`src/rtl/pci_mon_pkg.sv`:
```
// Shared types, check indices and helpers for the PCI protocol monitor.
package pci_mon_pkg;

    typedef enum logic [2:0] {
        StIdle  = 3'd0,
        StAddr  = 3'd1,
        StWait  = 3'd2,
        StData  = 3'd3,
        StLast  = 3'd4,
        StAbort = 3'd5,
        StTurn  = 3'd6
    } pci_state_e;

    localparam int unsigned CHK_FRM_IRDY    = 0;
    localparam int unsigned CHK_TRDY_DEVSEL = 1;
    localparam int unsigned CHK_CBE_STABLE  = 2;
    localparam int unsigned CHK_IRDY_DROP   = 3;
    localparam int unsigned CHK_FRM_LAST    = 4;
    localparam int unsigned CHK_ORPHAN      = 5;
    localparam int unsigned NUM_CHK         = 6;

    // A data phase completes when IRDY_ is low together with TRDY_ or STOP_.
    function automatic logic phase_done(input logic irdy_n, input logic trdy_n,
                                        input logic stop_n);
        return ~irdy_n & (~trdy_n | ~stop_n);
    endfunction

endpackage

```
`src/rtl/pci_sat_counter.sv`:
```
// Saturating up-counter with synchronous clear; clear wins over increment.
module pci_sat_counter #(
    parameter int unsigned WIDTH = 16
) (
    input  logic             clk,
    input  logic             rst,
    input  logic             i_inc,
    input  logic             i_clr,
    output logic [WIDTH-1:0] o_count
);

    logic [WIDTH-1:0] r_count;

    always_ff @(posedge clk or posedge rst) begin
        if (rst) begin
            r_count <= '0;
        end else if (i_clr) begin
            r_count <= '0;
        end else if (i_inc && (r_count != {WIDTH{1'b1}})) begin
            r_count <= r_count + WIDTH'(1);
        end
    end

    assign o_count = r_count;

endmodule

```
`src/rtl/pci_protocol_monitor.sv`:
```
// Passive PCI bus monitor: tracks the bus phase, flags protocol violations and
// master aborts, and keeps sticky flags plus saturating event counters.
module pci_protocol_monitor
    import pci_mon_pkg::*;
#(
    parameter int unsigned         AD_W       = 32,
    parameter int unsigned         BE_W       = AD_W / 8,
    parameter int unsigned         DEVSEL_TMO = 5,
    parameter int unsigned         CNT_W      = 16,
    parameter logic [NUM_CHK-1:0]  CHK_EN     = 6'b111111
) (
    input  logic               clk,
    input  logic               reset,
    input  logic               FRAME_,
    input  logic               IRDY_,
    input  logic               TRDY_,
    input  logic               DEVSEL_,
    input  logic               STOP_,
    input  logic [BE_W-1:0]    C_BE_,
    input  logic [AD_W-1:0]    AD,
    input  logic               clr,
    output logic [NUM_CHK-1:0] viol_pulse,
    output logic [NUM_CHK-1:0] viol_sticky,
    output logic [CNT_W-1:0]   viol_count,
    output logic [CNT_W-1:0]   txn_count,
    output logic               master_abort,
    output logic [2:0]         bus_state
);

    localparam logic [3:0] TMO_LAST = 4'(DEVSEL_TMO - 1);

    pci_state_e        r_state;
    logic [3:0]        r_wait_cnt;
    logic              r_master_abort;
    logic              r_p_frame, r_p_irdy, r_p_trdy, r_p_stop;
    logic [BE_W-1:0]   r_p_cbe;
    logic [NUM_CHK-1:0] r_viol_pulse, r_viol_sticky;

    logic               w_done, w_frame_fall, w_p_stall, w_in_data, w_txn_inc;
    logic [NUM_CHK-1:0] w_raw, w_pulse;
    logic               w_unused_ad;

    assign w_unused_ad  = ^AD;
    assign w_done       = phase_done(IRDY_, TRDY_, STOP_);
    assign w_frame_fall = r_p_frame & ~FRAME_;
    // Previous cycle was a wait state: master ready, target neither ready nor stopping.
    assign w_p_stall    = ~r_p_irdy & r_p_trdy & r_p_stop;
    assign w_in_data    = (r_state == StData) || (r_state == StLast);
    assign w_txn_inc    = (r_state == StLast) && w_done;

    always_comb begin
        w_raw = '0;
        w_raw[CHK_FRM_IRDY]    = FRAME_ & ~r_p_frame & IRDY_;
        w_raw[CHK_TRDY_DEVSEL] = ~TRDY_ & DEVSEL_;
        w_raw[CHK_CBE_STABLE]  = w_in_data & w_p_stall & (C_BE_ != r_p_cbe);
        w_raw[CHK_IRDY_DROP]   = IRDY_ & w_p_stall;
        w_raw[CHK_FRM_LAST]    = (r_state == StLast) & w_frame_fall;
        w_raw[CHK_ORPHAN]      = (r_state == StIdle) & FRAME_ & ~IRDY_;
    end

    assign w_pulse = w_raw & CHK_EN;

    always_ff @(posedge clk or posedge reset) begin
        if (reset) begin
            r_p_frame <= 1'b1;
            r_p_irdy  <= 1'b1;
            r_p_trdy  <= 1'b1;
            r_p_stop  <= 1'b1;
            r_p_cbe   <= '0;
        end else begin
            r_p_frame <= FRAME_;
            r_p_irdy  <= IRDY_;
            r_p_trdy  <= TRDY_;
            r_p_stop  <= STOP_;
            r_p_cbe   <= C_BE_;
        end
    end

    always_ff @(posedge clk or posedge reset) begin
        if (reset) begin
            r_state        <= StIdle;
            r_wait_cnt     <= '0;
            r_master_abort <= 1'b0;
        end else begin
            r_master_abort <= 1'b0;
            case (r_state)
                StIdle:  if (w_frame_fall) r_state <= StAddr;
                StAddr: begin
                    r_state    <= StWait;
                    r_wait_cnt <= 4'd1;
                end
                StWait: begin
                    if (!DEVSEL_) begin
                        r_state <= StData;
                    end else if (r_wait_cnt == TMO_LAST) begin
                        r_state        <= StAbort;
                        r_master_abort <= 1'b1;
                    end else begin
                        r_wait_cnt <= r_wait_cnt + 4'd1;
                    end
                end
                StData:  if (FRAME_) r_state <= StLast;
                StLast:  if (w_done) r_state <= StTurn;
                StAbort: if (FRAME_ && IRDY_) r_state <= StTurn;
                StTurn:  r_state <= w_frame_fall ? StAddr : StIdle;
                default: r_state <= StIdle;
            endcase
        end
    end

    always_ff @(posedge clk or posedge reset) begin
        if (reset) begin
            r_viol_pulse  <= '0;
            r_viol_sticky <= '0;
        end else begin
            r_viol_pulse  <= w_pulse;
            r_viol_sticky <= clr ? '0 : (r_viol_sticky | w_pulse);
        end
    end

    pci_sat_counter #(
        .WIDTH (CNT_W)
    ) u_viol_cnt (
        .clk     (clk),
        .rst     (reset),
        .i_inc   (|w_pulse),
        .i_clr   (clr),
        .o_count (viol_count)
    );

    pci_sat_counter #(
        .WIDTH (CNT_W)
    ) u_txn_cnt (
        .clk     (clk),
        .rst     (reset),
        .i_inc   (w_txn_inc),
        .i_clr   (clr),
        .o_count (txn_count)
    );

    assign viol_pulse   = r_viol_pulse;
    assign viol_sticky  = r_viol_sticky;
    assign master_abort = r_master_abort;
    assign bus_state    = r_state;

endmodule

```
`config.mk`:
```
export PLATFORM = sky130hd
export DESIGN_NAME = pci_protocol_monitor
export DESIGN_NICKNAME = d
export VERILOG_FILES = /design/src/rtl/pci_mon_pkg.sv /design/src/rtl/pci_sat_counter.sv /design/src/rtl/pci_protocol_monitor.sv
export SDC_FILE = /design/constraint.sdc
export NUM_CORES = 1
export LEC_CHECK = 0
export ABC_AREA = 1
export CORE_ASPECT_RATIO = 1.25
export CORE_UTILIZATION = 46
export CTS_BUF_LIST = sky130_fd_sc_hd__clkbuf_4 sky130_fd_sc_hd__clkbuf_8
export DETAILED_ROUTE_END_ITERATION = 7
export GPL_ROUTABILITY_DRIVEN = 0
export HOLD_SLACK_MARGIN = 0.1
export PLACE_DENSITY = 0.8
export SKIP_LAST_GASP = 1
export SLEW_MARGIN = 20
export SYNTH_ARGS = -nofsm -noshare
export SYNTH_HDL_FRONTEND = slang
export SYNTH_HIERARCHICAL = 1
export SYNTH_SLANG_ARGS = --single-unit
```
`constraint.sdc`:
```
create_clock -name clk -period 1.82 [get_ports clk]
set_clock_uncertainty 0.05 [all_clocks]
set_input_delay 0.364 -clock clk [delete_from_list [all_inputs] [get_ports clk]]
set_output_delay 0.364 -clock clk [all_outputs]
set_load 0.005 [all_outputs]
```
## Yosys cells after proc, flatten, opt, wreduce, memory -nomap -nowiden

Index checks and enable logic that the tools add are counted.

| cells by class | value |
|---|---|
| add/sub/neg operators | 3 |
| equal/unequal tests | 17 |
| multiplexer cells | 19 |
| bitwise logic cells | 21 |
| reduce and logical (&&, ||, !) cells | 12 |

Operators with widths:

| cell | number |
|---|---|
| $mux 16 | 4 |
| $add 16x1->16 const B | 2 |
| $ne 16x16->1 const B | 2 |
| $pmux 3 s7 | 1 |
| $mux 3 | 6 |
| $and 1x1->1 | 13 |
| $ne 2x2->1 const B | 6 |
| $eq 3x3->1 const B | 3 |
| $mux 4 | 2 |
| $pmux 4 s2 | 1 |
| $eq 3x2->1 const B | 2 |
| $mux 6 | 1 |
| $not 1->1 | 6 |
| $or 6x6->6 | 1 |
| $reduce_bool 2->1 | 3 |
| $reduce_or 6->1 | 1 |
| $reduce_and 5->1 | 1 |
| $add 4x1->4 const B | 1 |
| $eq 4x3->1 const B | 1 |
| $logic_and 1x1->1 | 4 |
| $mux 1 | 4 |
| $ne 4x4->1 | 1 |
| $eq 3x1->1 const B | 1 |
| $logic_not 3->1 | 1 |
| other kinds (4) | 4 |

| storage, ports and cells | value |
|---|---|
| register bits after elaboration | 60 |
| logic and storage cells | 84 |

## Longest topological paths before layout

Gate-level depths: netlist of the first run.

| depth | value |
|---|---|
| depth in word-level cells | 9 |
| mapped depth | 14 |

## Modules after synthesis

The synthesis of the first run kept the hierarchy.

Modules (own cells, without submodules):

| module | instances | cells each | area an instance (um^2) | sequential area each (um^2) |
|---|---|---|---|---|
| pci_sat_counter | 2 | 159 | 1083.5 | 400.4 |
| pci_protocol_monitor | 1 | 156 | 1280.0 | 705.7 |

## Least setup slack after synthesis of the first run

Ideal clock, no wire load.

| timing | value |
|---|---|
| path kind | register to register |
| start | reg r_state[1] (netlist: bus_state[1]) |
| end | reg u_viol_cnt.r_count[12] (netlist: u_viol_cnt/o_count[12]) |
| arrival time | 1.640 ns |
| data required time | 1.704 ns |
| setup slack | 0.065 ns |
| cell stages (with the launch flop) | 12 |
| buffers on the path | 2 |
| period minus slack after synthesis | 1.755 ns |
| path through | dfrtp_1 -> buf_4 -> inv_2 -> nand3_2 -> a21oi_1 -> nand2_1 -> nand4_1 -> inv_1 -> nor2_2 -> buf_2 -> nand4_1 -> nand2_1 |

| on the way | value |
|---|---|
| word-level cells in the longest chain between the ends | 7 |

RTL lines:

| item | line | source |
|---|---|---|
| start: declaration | pci_protocol_monitor.sv:32 | `pci_state_e r_state;` |
| start signal: assignment | pci_protocol_monitor.sv:81 | `r_state <= StIdle;` |
| start signal: assignment | pci_protocol_monitor.sv:87 | `StIdle: if (w_frame_fall) r_state <= StAddr;` |
| start signal: assignment | pci_protocol_monitor.sv:89 | `r_state <= StWait;` |
| $eq 3x2->1 / $eq 3x3->1 (equally long branches) | pci_protocol_monitor.sv:48, pci_protocol_monitor.sv:57 |  |
| $logic_or 1x1->1 | pci_protocol_monitor.sv:48 | `assign w_in_data = (r_state == StData) \|\| (r_state == StLast);` |
| $and 1x1->1 (2 in series) | pci_protocol_monitor.sv:55 | `w_raw[CHK_CBE_STABLE] = w_in_data & w_p_stall & (C_BE_ != r_p_cbe);` |
| $reduce_or 6->1 * | pci_protocol_monitor.sv:126 | `.i_inc (\|w_pulse),` |
| $logic_and 1x1->1 * | pci_sat_counter.sv:19 | `end else if (i_inc && (r_count != {WIDTH{1'b1}})) begin` |
| $reduce_bool 2->1 (no source line) * | - |  |
| end signal: assignment | pci_sat_counter.sv:20 | `r_count <= r_count + WIDTH'(1);` |
| end: declaration | pci_sat_counter.sv:12 | `logic [WIDTH-1:0] r_count;` |

Every way passes the cells marked *; elsewhere a longest branch is shown, timed or not.
A chain may end at the register's enable or synchronous reset.

## Worst setup path in the final report of the first run

| timing | value |
|---|---|
| start | reg r_state[2] (netlist: bus_state[2]) |
| end | reg u_viol_cnt.r_count[14] (netlist: u_viol_cnt/o_count[14]) |

Same word-level chain as after synthesis.

==> flow_summary.json, run 1 <==
{
  "crit_slowest_cell": "dfrtp_1",
  "antenna_cells": 0,
  "leakagePower_nw": 2.52,
  "period_minus_slack_ns": 1.82,
  "cts_tree": "done",
  "switchingPower_mw": 1.28,
  "relSlewSlack": 0.655,
  "cts_inserted_buffers": 9,
  "grt-ovfl-total": 0,
  "cts_sinks": 60,
  "p_int_mw": 2.85,
  "route.met3.wl_um": 459,
  "rows": 34,
  "drtPass1Iterations": 5,
  "synth_top_flop_cell": "dfrtp_1",
  "multiInputGateArea_um2": 1700,
  "netlist_top_cells_count": "168 x nand2_1, 62 x inv_1, 56 x dfrtp_1",
  "setup_viol": 1,
  "worst_slew_pin_slew_ns": 0.518,
  "cts.path.max_buffers": 2,
  "syn_to_final_growth_pct": 40.0,
  "fmaxAchievable_ghz": 0.549,
  "synth_top_family_by_area": "simple AND/OR/NAND/NOR gates",
  "layout.nets": 638,
  "yosysWarnings": 6,
  "nFillCells": 552,
  "critPathKind": "register to register",
  "dieArea_um2": 7850,
  "antenna_found_initial": 0,
  "synth_edf_count": 0,
  "wl_per_cell_um": 13.2,
  "setup.worst_path.start_class": "register",
  "synth_largest_area_cell": "dfrtp_1",
  "wl_met1_um": 3720,
  "cp_max_fo": 3,
  "place_ws_ns": -0.392,
  "pwr-share-clk": 0.330,
  "drv_slew": 0,
  "drive_above_1_share": 0.195,
  "synth-simple-area-share": 0.415,
  "worstSkewPairLatency_ns": 0.35,
  "boundaryPins": 92,
  "cpMostUsedCell": "nor2_2",
  "syn_area_per_cell_um2": 7.27,
  "crit_path_end_kind": "register",
  "syn_area_um2": 3450,
  "top_layer": "met4",
  "cts-htree-levels": 3,
  "cts-root-buf": "clkbuf_8",
  "power_density_nw_per_um2": 857,
  "dpl.hpwl_um": 6360,
  "final_cells": 685,
  "portBuffers": 59,
  "synthAdderAreaFrac": 0.0145,
  "ys_seq_area_frac": 0.437,
  "final_core_utilization": 0.679,
  "p_sw_frac": 0.310,
  "synth-xor-area-share": 0.0254,
  "critPathBufInv": 3,
  "critPathTopFamily": "simple AND/OR/NAND/NOR gates",
  "syn_inst": 474,
  "violations": "setup timing",
  "combPwrFrac": 0.295,
  "yosysMostFrequentCell": "nand2_1",
  "syn_nets": 522,
  "synth_seq_cells": 60,
  "crit_path_max_incr_delay_ns": 0.41,
  "gr-usage-all-layers": 0.248,
  "rsz0062_at_grt": "true",
  "first_iter_violations": 249,
  "grt_max_degree": 29,
  "post-route-period-util": 1.00,
  "final_hold_viol_count": 0,
  "seq_area_um2": 1510,
  "yosysUniqueCellTypes": 27,
  "synthArstFlopShare": 1.00,
  "netlist_top_cells_area": "dfrtp_1 41%, nand2_1 18%, inv_1 6.8%",
  "holdCritPathClass": "input pin to register",
  "path_clk_slew_ns": 0.08,
  "worst_slack_ns": -0.00296,
  "drt_wl_total_um": 9030,
  "drc": 0,
  "die_h_um": 98.8,
  "grt_first_pass_wirelength_um": 15100,
  "grt_pass1_vias": 3469,
  "worst-r2r-setup-slack_ns": -0.003,
  "path_cells": "buf_4 > nor2_2 > inv_1 > nor2_2 > nand3_2 > nand4_1 > inv_2 > nor2_2 > nand3_1 > nor2_2 > nand3_1 > nand2_1 > nor2_1",
  "timing.hold.ws_ns": 0.313,
  "via_count": 3470,
  "dp.cells": 663,
  "peakVddDrop_mv": 0.471,
  "initial_core_util": 0.485,
  "synth_top_cell_area_share": 0.407,
  "via_per_inst": 5.07,
  "ant_nets": 0,
  "core-area_um2": 7100,
  "crit_required_ns": 2.01,
  "muxShareOfSynthArea": 0,
  "wl_met2_um": 4670,
  "cp.arrival_ns": 2.02,
  "seqPwrFrac": 0.375,
  "synth-compound-area-share": 0.0203,
  "status": "finished, violations left",
  "max_cap_viol_count": 0,
  "die-width_um": 79.4
}
[sequential cells by signal, summed over array words and instances (netlist names)]
signal,flops
bus_state,3
master_abort,1
r_p_cbe,4
r_p_frame,1
r_p_irdy,1
r_p_stop,1
r_p_trdy,1
r_wait_cnt,4
u_txn_cnt/o_count,16
u_viol_cnt/o_count,16
viol_pulse,6
viol_sticky,6
[final cells by class]
| type | instances | share of cell area |
|---|---|---|
| repair buffers | 112 | 0.212 |
| multi-input cells | 339 | 0.352 |
| inverters | 68 | 0.0529 |
| flip-flops and latches | 60 | 0.313 |
| clock buffers | 12 | 0.0316 |
| well taps | 90 | 0.0233 |
| clock inverters | 4 | 0.0150 |
[cell usage in the layout, fill, tap and decap left out, types with 5 or more instances in the layout]
| cell type | netlist | layout |
|---|---|---|
| nand4_1 | 24 | 24 |
| dfrtp_1 | 56 | 53 |
| clkdlybuf4s50_1 | 0 | 56 |
| xor2_1 | 5 | 5 |
| xnor2_1 | 5 | 5 |
| nor2_4 | 8 | 12 |
| clkbuf_8 | 0 | 10 |
| nand3_1 | 34 | 32 |
| inv_1 | 62 | 58 |
| nor2_1 | 55 | 49 |
| nand2_1 | 168 | 168 |
| inv_2 | 4 | 8 |
| nor2_2 | 6 | 8 |
| buf_4 | 1 | 49 |
[metal layers]
metal	track usage	vias up
met5	0	-
met4	0.101	0
met3	0.0500	20
met2	0.436	123
met1	0.290	1621
li1	-	1706
[what timing repair did]
| action | CTS | global route |
|---|---|---|
| pin swaps | 1 | 11 |
| hold buffers | 0 | 0 |
| resized for setup | 6 | 21 |
| setup buffers | 3 | 3 |
| setup endpoints to repair | 19 | 34 |
[metrics by stage]
stage / setup TNS [ns] / cell area [um2] / total power [mW]
2_1_floorplan: 0 / 3450 / 2.13
3_3_place_gp: -7.04 / 4470 / 2.58
3_5_place_dp: -9.32 / 4470 / 2.62
4_1_cts: 0 / 4730 / 4.04
5_1_grt: -1.23 / 4830 / 4.37
6_report: -0.00296 / 4830 / 4.13
[worst paths after layout]
check,start,to,cells after the start
hold / removal,IRDY_,r_p_irdy,2
hold reg to reg,viol_sticky[0],viol_sticky[0],2
min in group asynchronous,reset,u_txn_cnt/o_count[9],3
setup reg to reg,bus_state[2],u_viol_cnt/o_count[14],13
max in group asynchronous,reset,r_p_irdy,3
setup / recovery,bus_state[2],u_viol_cnt/o_count[14],13
[power groups by stage]
| stage | combinational [mW] | clock (mW) | sequential [mW] |
|---|---|---|---|
| 4_1_cts | 1.11 | 1.40 | 1.54 |
| 3_5_place_dp | 1.06 | 0 | 1.56 |
| 5_1_grt | 1.36 | 1.45 | 1.56 |
| 6_report | 1.22 | 1.36 | 1.55 |
| 3_3_place_gp | 1.02 | 0 | 1.56 |
| 2_1_floorplan | 0.577 | 0 | 1.55 |
[kinds of logic (layout without fill, tap and decap cells)]
kind of cell | count (synthesis) | after routing
XOR/XNOR | 10 | 10
buffers and inverters | 75 | 196
adder cells (fa/ha/maj) | 4 | 4
AND/OR/NAND/NOR | 311 | 311
AO/OA/AOI/OAI | 14 | 14
flip-flops | 60 | 60
(Power assumes the default switching activity.)
==> run 2: changes to the inputs <==
ABC_AREA = default   (was 1)
CORE_UTILIZATION = 44   (was 46)
PLACE_DENSITY = 0.79   (was 0.8)
==> flow_summary.json, run 2 <==
{
  "path_clk_slew_ns": 0.07,
  "gr-usage-all-layers": 0.261,
  "period_minus_slack_ns": 2.37,
  "yosysWarnings": 6,
  "grt_pass1_vias": 3143,
  "leakagePower_nw": 2.16,
  "crit_path_max_incr_delay_ns": 0.42,
  "hold_start": "C_BE_[1]",
  "drive_above_1_share": 0.372,
  "worst_slew_pin_slew_ns": 0.610,
  "syn_area_per_cell_um2": 9.69,
  "violations": "setup timing",
  "rsz0062_at_grt": "true",
  "gr-usage-met3": 0.0536,
  "nFillCells": 439,
  "relSlewSlack": 0.590,
  "met2_usage": 0.463,
  "synth_seq_cells": 60,
  "cts.path.max_buffers": 2,
  "crit_required_ns": 2.04,
  "syn_inst": 318,
  "cpMostUsedCell": "nand3_2",
  "cts-htree-levels": 3,
  "fmaxAchievable_ghz": 0.421,
  "yosysUniqueCellTypes": 50,
  "first_iter_violations": 177,
  "dieArea_um2": 7340,
  "power_density_nw_per_um2": 779,
  "antenna_cells": 0,
  "holdCritPathClass": "input pin to register",
  "cp.arrival_ns": 2.59,
  "muxShareOfSynthArea": 0.0211,
  "final_common_cell": "buf_4",
  "crit_path_end_kind": "register",
  "via_per_inst": 5.70,
  "final_hold_viol_count": 0,
  "dpl.hpwl_um": 6040,
  "drtPass1Iterations": 4,
  "portBuffers": 59,
  "syn_area_um2": 3080,
  "cts-root-buf": "clkbuf_8",
  "max_cap_viol_count": 0,
  "cts_hold_buf": 0,
  "crit_slowest_cell": "or3b_4",
  "synthAdderAreaFrac": 0.0162,
  "synth_largest_area_cell": "dfrtp_1",
  "cp_max_fo": 3,
  "drt_wl_total_um": 9310,
  "final_cell_mix": "77 x buf_4, 55 x dfrtp_1, 50 x clkdlybuf4s50_1",
  "top_usage_layer": "met2",
  "die_h_um": 95.6,
  "drv_slew": 0,
  "wl_per_cell_um": 16.7,
  "worst-r2r-setup-slack_ns": -0.55,
  "drc": 0,
  "synth-xor-area-share": 0.0114,
  "die-width_um": 76.8,
  "setup.worst_path.start_class": "register",
  "grt_first_pass_wirelength_um": 14900,
  "core-area_um2": 6650,
  "cts_inserted_buffers": 9,
  "path_cells": "or3b_4 > o21ai_2 > nand3_2 > nand4_1 > buf_4 > nand3_2 > or4_1 > or3_1 > a21oi_1",
  "status": "finished, violations left",
  "worstSkewPairLatency_ns": 0.34,
  "grt_max_degree": 33,
  "netlist_top_cells_area": "dfrtp_1 45%, a21oi_1 5.0%, dfstp_2 3.4%",
  "synth-simple-area-share": 0.271,
  "synth_top_flop_cell": "dfrtp_1",
  "netlist_top_cells_count": "56 x dfrtp_1, 31 x a21oi_1, 24 x nand2_1",
  "antenna_found_initial": 0,
  "boundaryPins": 92,
  "crit_path_start": "bus_state[0]",
  "cts_sinks": 60,
  "ant_nets": 0,
  "post-route-period-util": 1.30,
  "peakVddDrop_mv": 0.779,
  "yosysMostFrequentCell": "dfrtp_1",
  "grt-ovfl-total": 0,
  "worst_slack_ns": -0.555,
  "ys_seq_area_frac": 0.489,
  "via_count": 3175,
  "setup_viol": 32,
  "syn_to_final_growth_pct": 61.0,
  "grt_use_met1": 0.301,
  "synth-compound-area-share": 0.145,
  "rows": 33,
  "critPathKind": "register to register",
  "initial_core_util": 0.463,
  "synth_top_cell_area_share": 0.455,
  "synth_top_family_by_area": "simple AND/OR/NAND/NOR gates",
  "synthArstFlopShare": 1.00,
  "synth_edf_count": 0,
  "syn_nets": 366,
  "layout.nets": 514,
  "cts_tree": "done",
  "power_mw": 3.86,
  "place_ws_ns": -0.851,
  "reg2reg_from": "bus_state[0]"
}
## run 2: cell count changes in the layout (fill, tap and decap cells not counted), moves of 9 or more
| cell | before | now |
|---|---|---|
| a21oi_1 | 4 | 14 |
| a21oi_2 | 2 | 18 |
| buf_4 | 49 | 77 |
| inv_1 | 58 | 16 |
| nand2_1 | 168 | 22 |
| nand3_1 | 32 | 12 |
| nand4_1 | 24 | 11 |
| nor2_1 | 49 | 19 |
| nor2_4 | 12 | 0 |
| o31ai_1 | 0 | 10 |
| or3_1 | 0 | 9 |
| or4_4 | 0 | 11 |
## run 2: per-stage QoR
| stage | instance area [um2] | setup TNS, ns | instances | util | hold slack, ns |
|---|---|---|---|---|---|
| after CTS | 4770 | -9.94 | 551 | 0.717 | 0.234 |
| final | 4960 | -10.50 | 557 | 0.746 | 0.246 |
| after global routing | 4960 | -13.04 | 557 | 0.746 | 0.244 |
| after detailed placement | 4380 | -19.88 | 530 | 0.658 | 0.445 |
| after global placement | 4380 | -18.50 | 530 | 0.658 | 0.432 |
| after floorplan | 3180 | -7.95 | 318 | - | 0.228 |
## run 2: cells by family after synthesis
group / count (synthesis)
and+or+nand+nor: 143
AOI/OAI and AO/OA: 73
DFF: 60
buffers and inverters: 28
muxes: 6
xor gates and xnor gates: 4
adders and majority gates: 4
## run 2: worst max-delay path: cells and delay by family, from the launching register on
kind | cells | cell delay (ns)
AND/OR/NAND/NOR | 6 | 1.52
flip-flops | 1 | 0.39
AO/OA/AOI/OAI | 2 | 0.20
buffers and inverters | 1 | 0.16
## run 2: area by class of cell
cell class | instances | area, um2 | share of cell area
clock buffer | 15 | 206 | 0.0416
multi-input combinational | 230 | 1740 | 0.350
tap | 87 | 109 | 0.0220
inverter | 16 | 60.1 | 0.0121
sequential | 60 | 1510 | 0.304
timing repair buffer | 149 | 1340 | 0.270
## run 2: routing by layer
layer | share of wire | vias to the layer above
met1 | 0.40 | 1594
met4 | 0.019 | 0
met5 | 0 | -
li1 | - | 1470
met2 | 0.54 | 93
met3 | 0.046 | 18
## run 2: what timing repair did
item,4_1_cts,5_1_grt
pin swaps,11,10
endpoints found under the setup margin,36,43
setup buffers,6,7
gates resized for setup,38,39
## run 2: path summary, 6_finish.rpt
check / cells past startpoint / end
setup / recovery: 9 / u_viol_cnt/o_count[12]
hold / removal: 1 / r_p_cbe[1]
setup reg to reg: 9 / u_viol_cnt/o_count[12]
hold reg to reg: 2 / viol_sticky[5]
max in group asynchronous: 3 / r_p_frame
min in group asynchronous: 3 / u_viol_cnt/o_count[12]
## run 2: report_power, final
group / switching, mW / internal, mW
combinational: 0.540 / 0.580
clock: 0.510 / 0.712
sequential: 0.0793 / 1.44
==> run 3: changes to the inputs <==
CTS_CLUSTER_SIZE = 25   (was default)
SLEW_MARGIN = 15   (was 20)
==> results of run 3 <==
The final DEF is identical to that of run 2; final timing and power are the same.
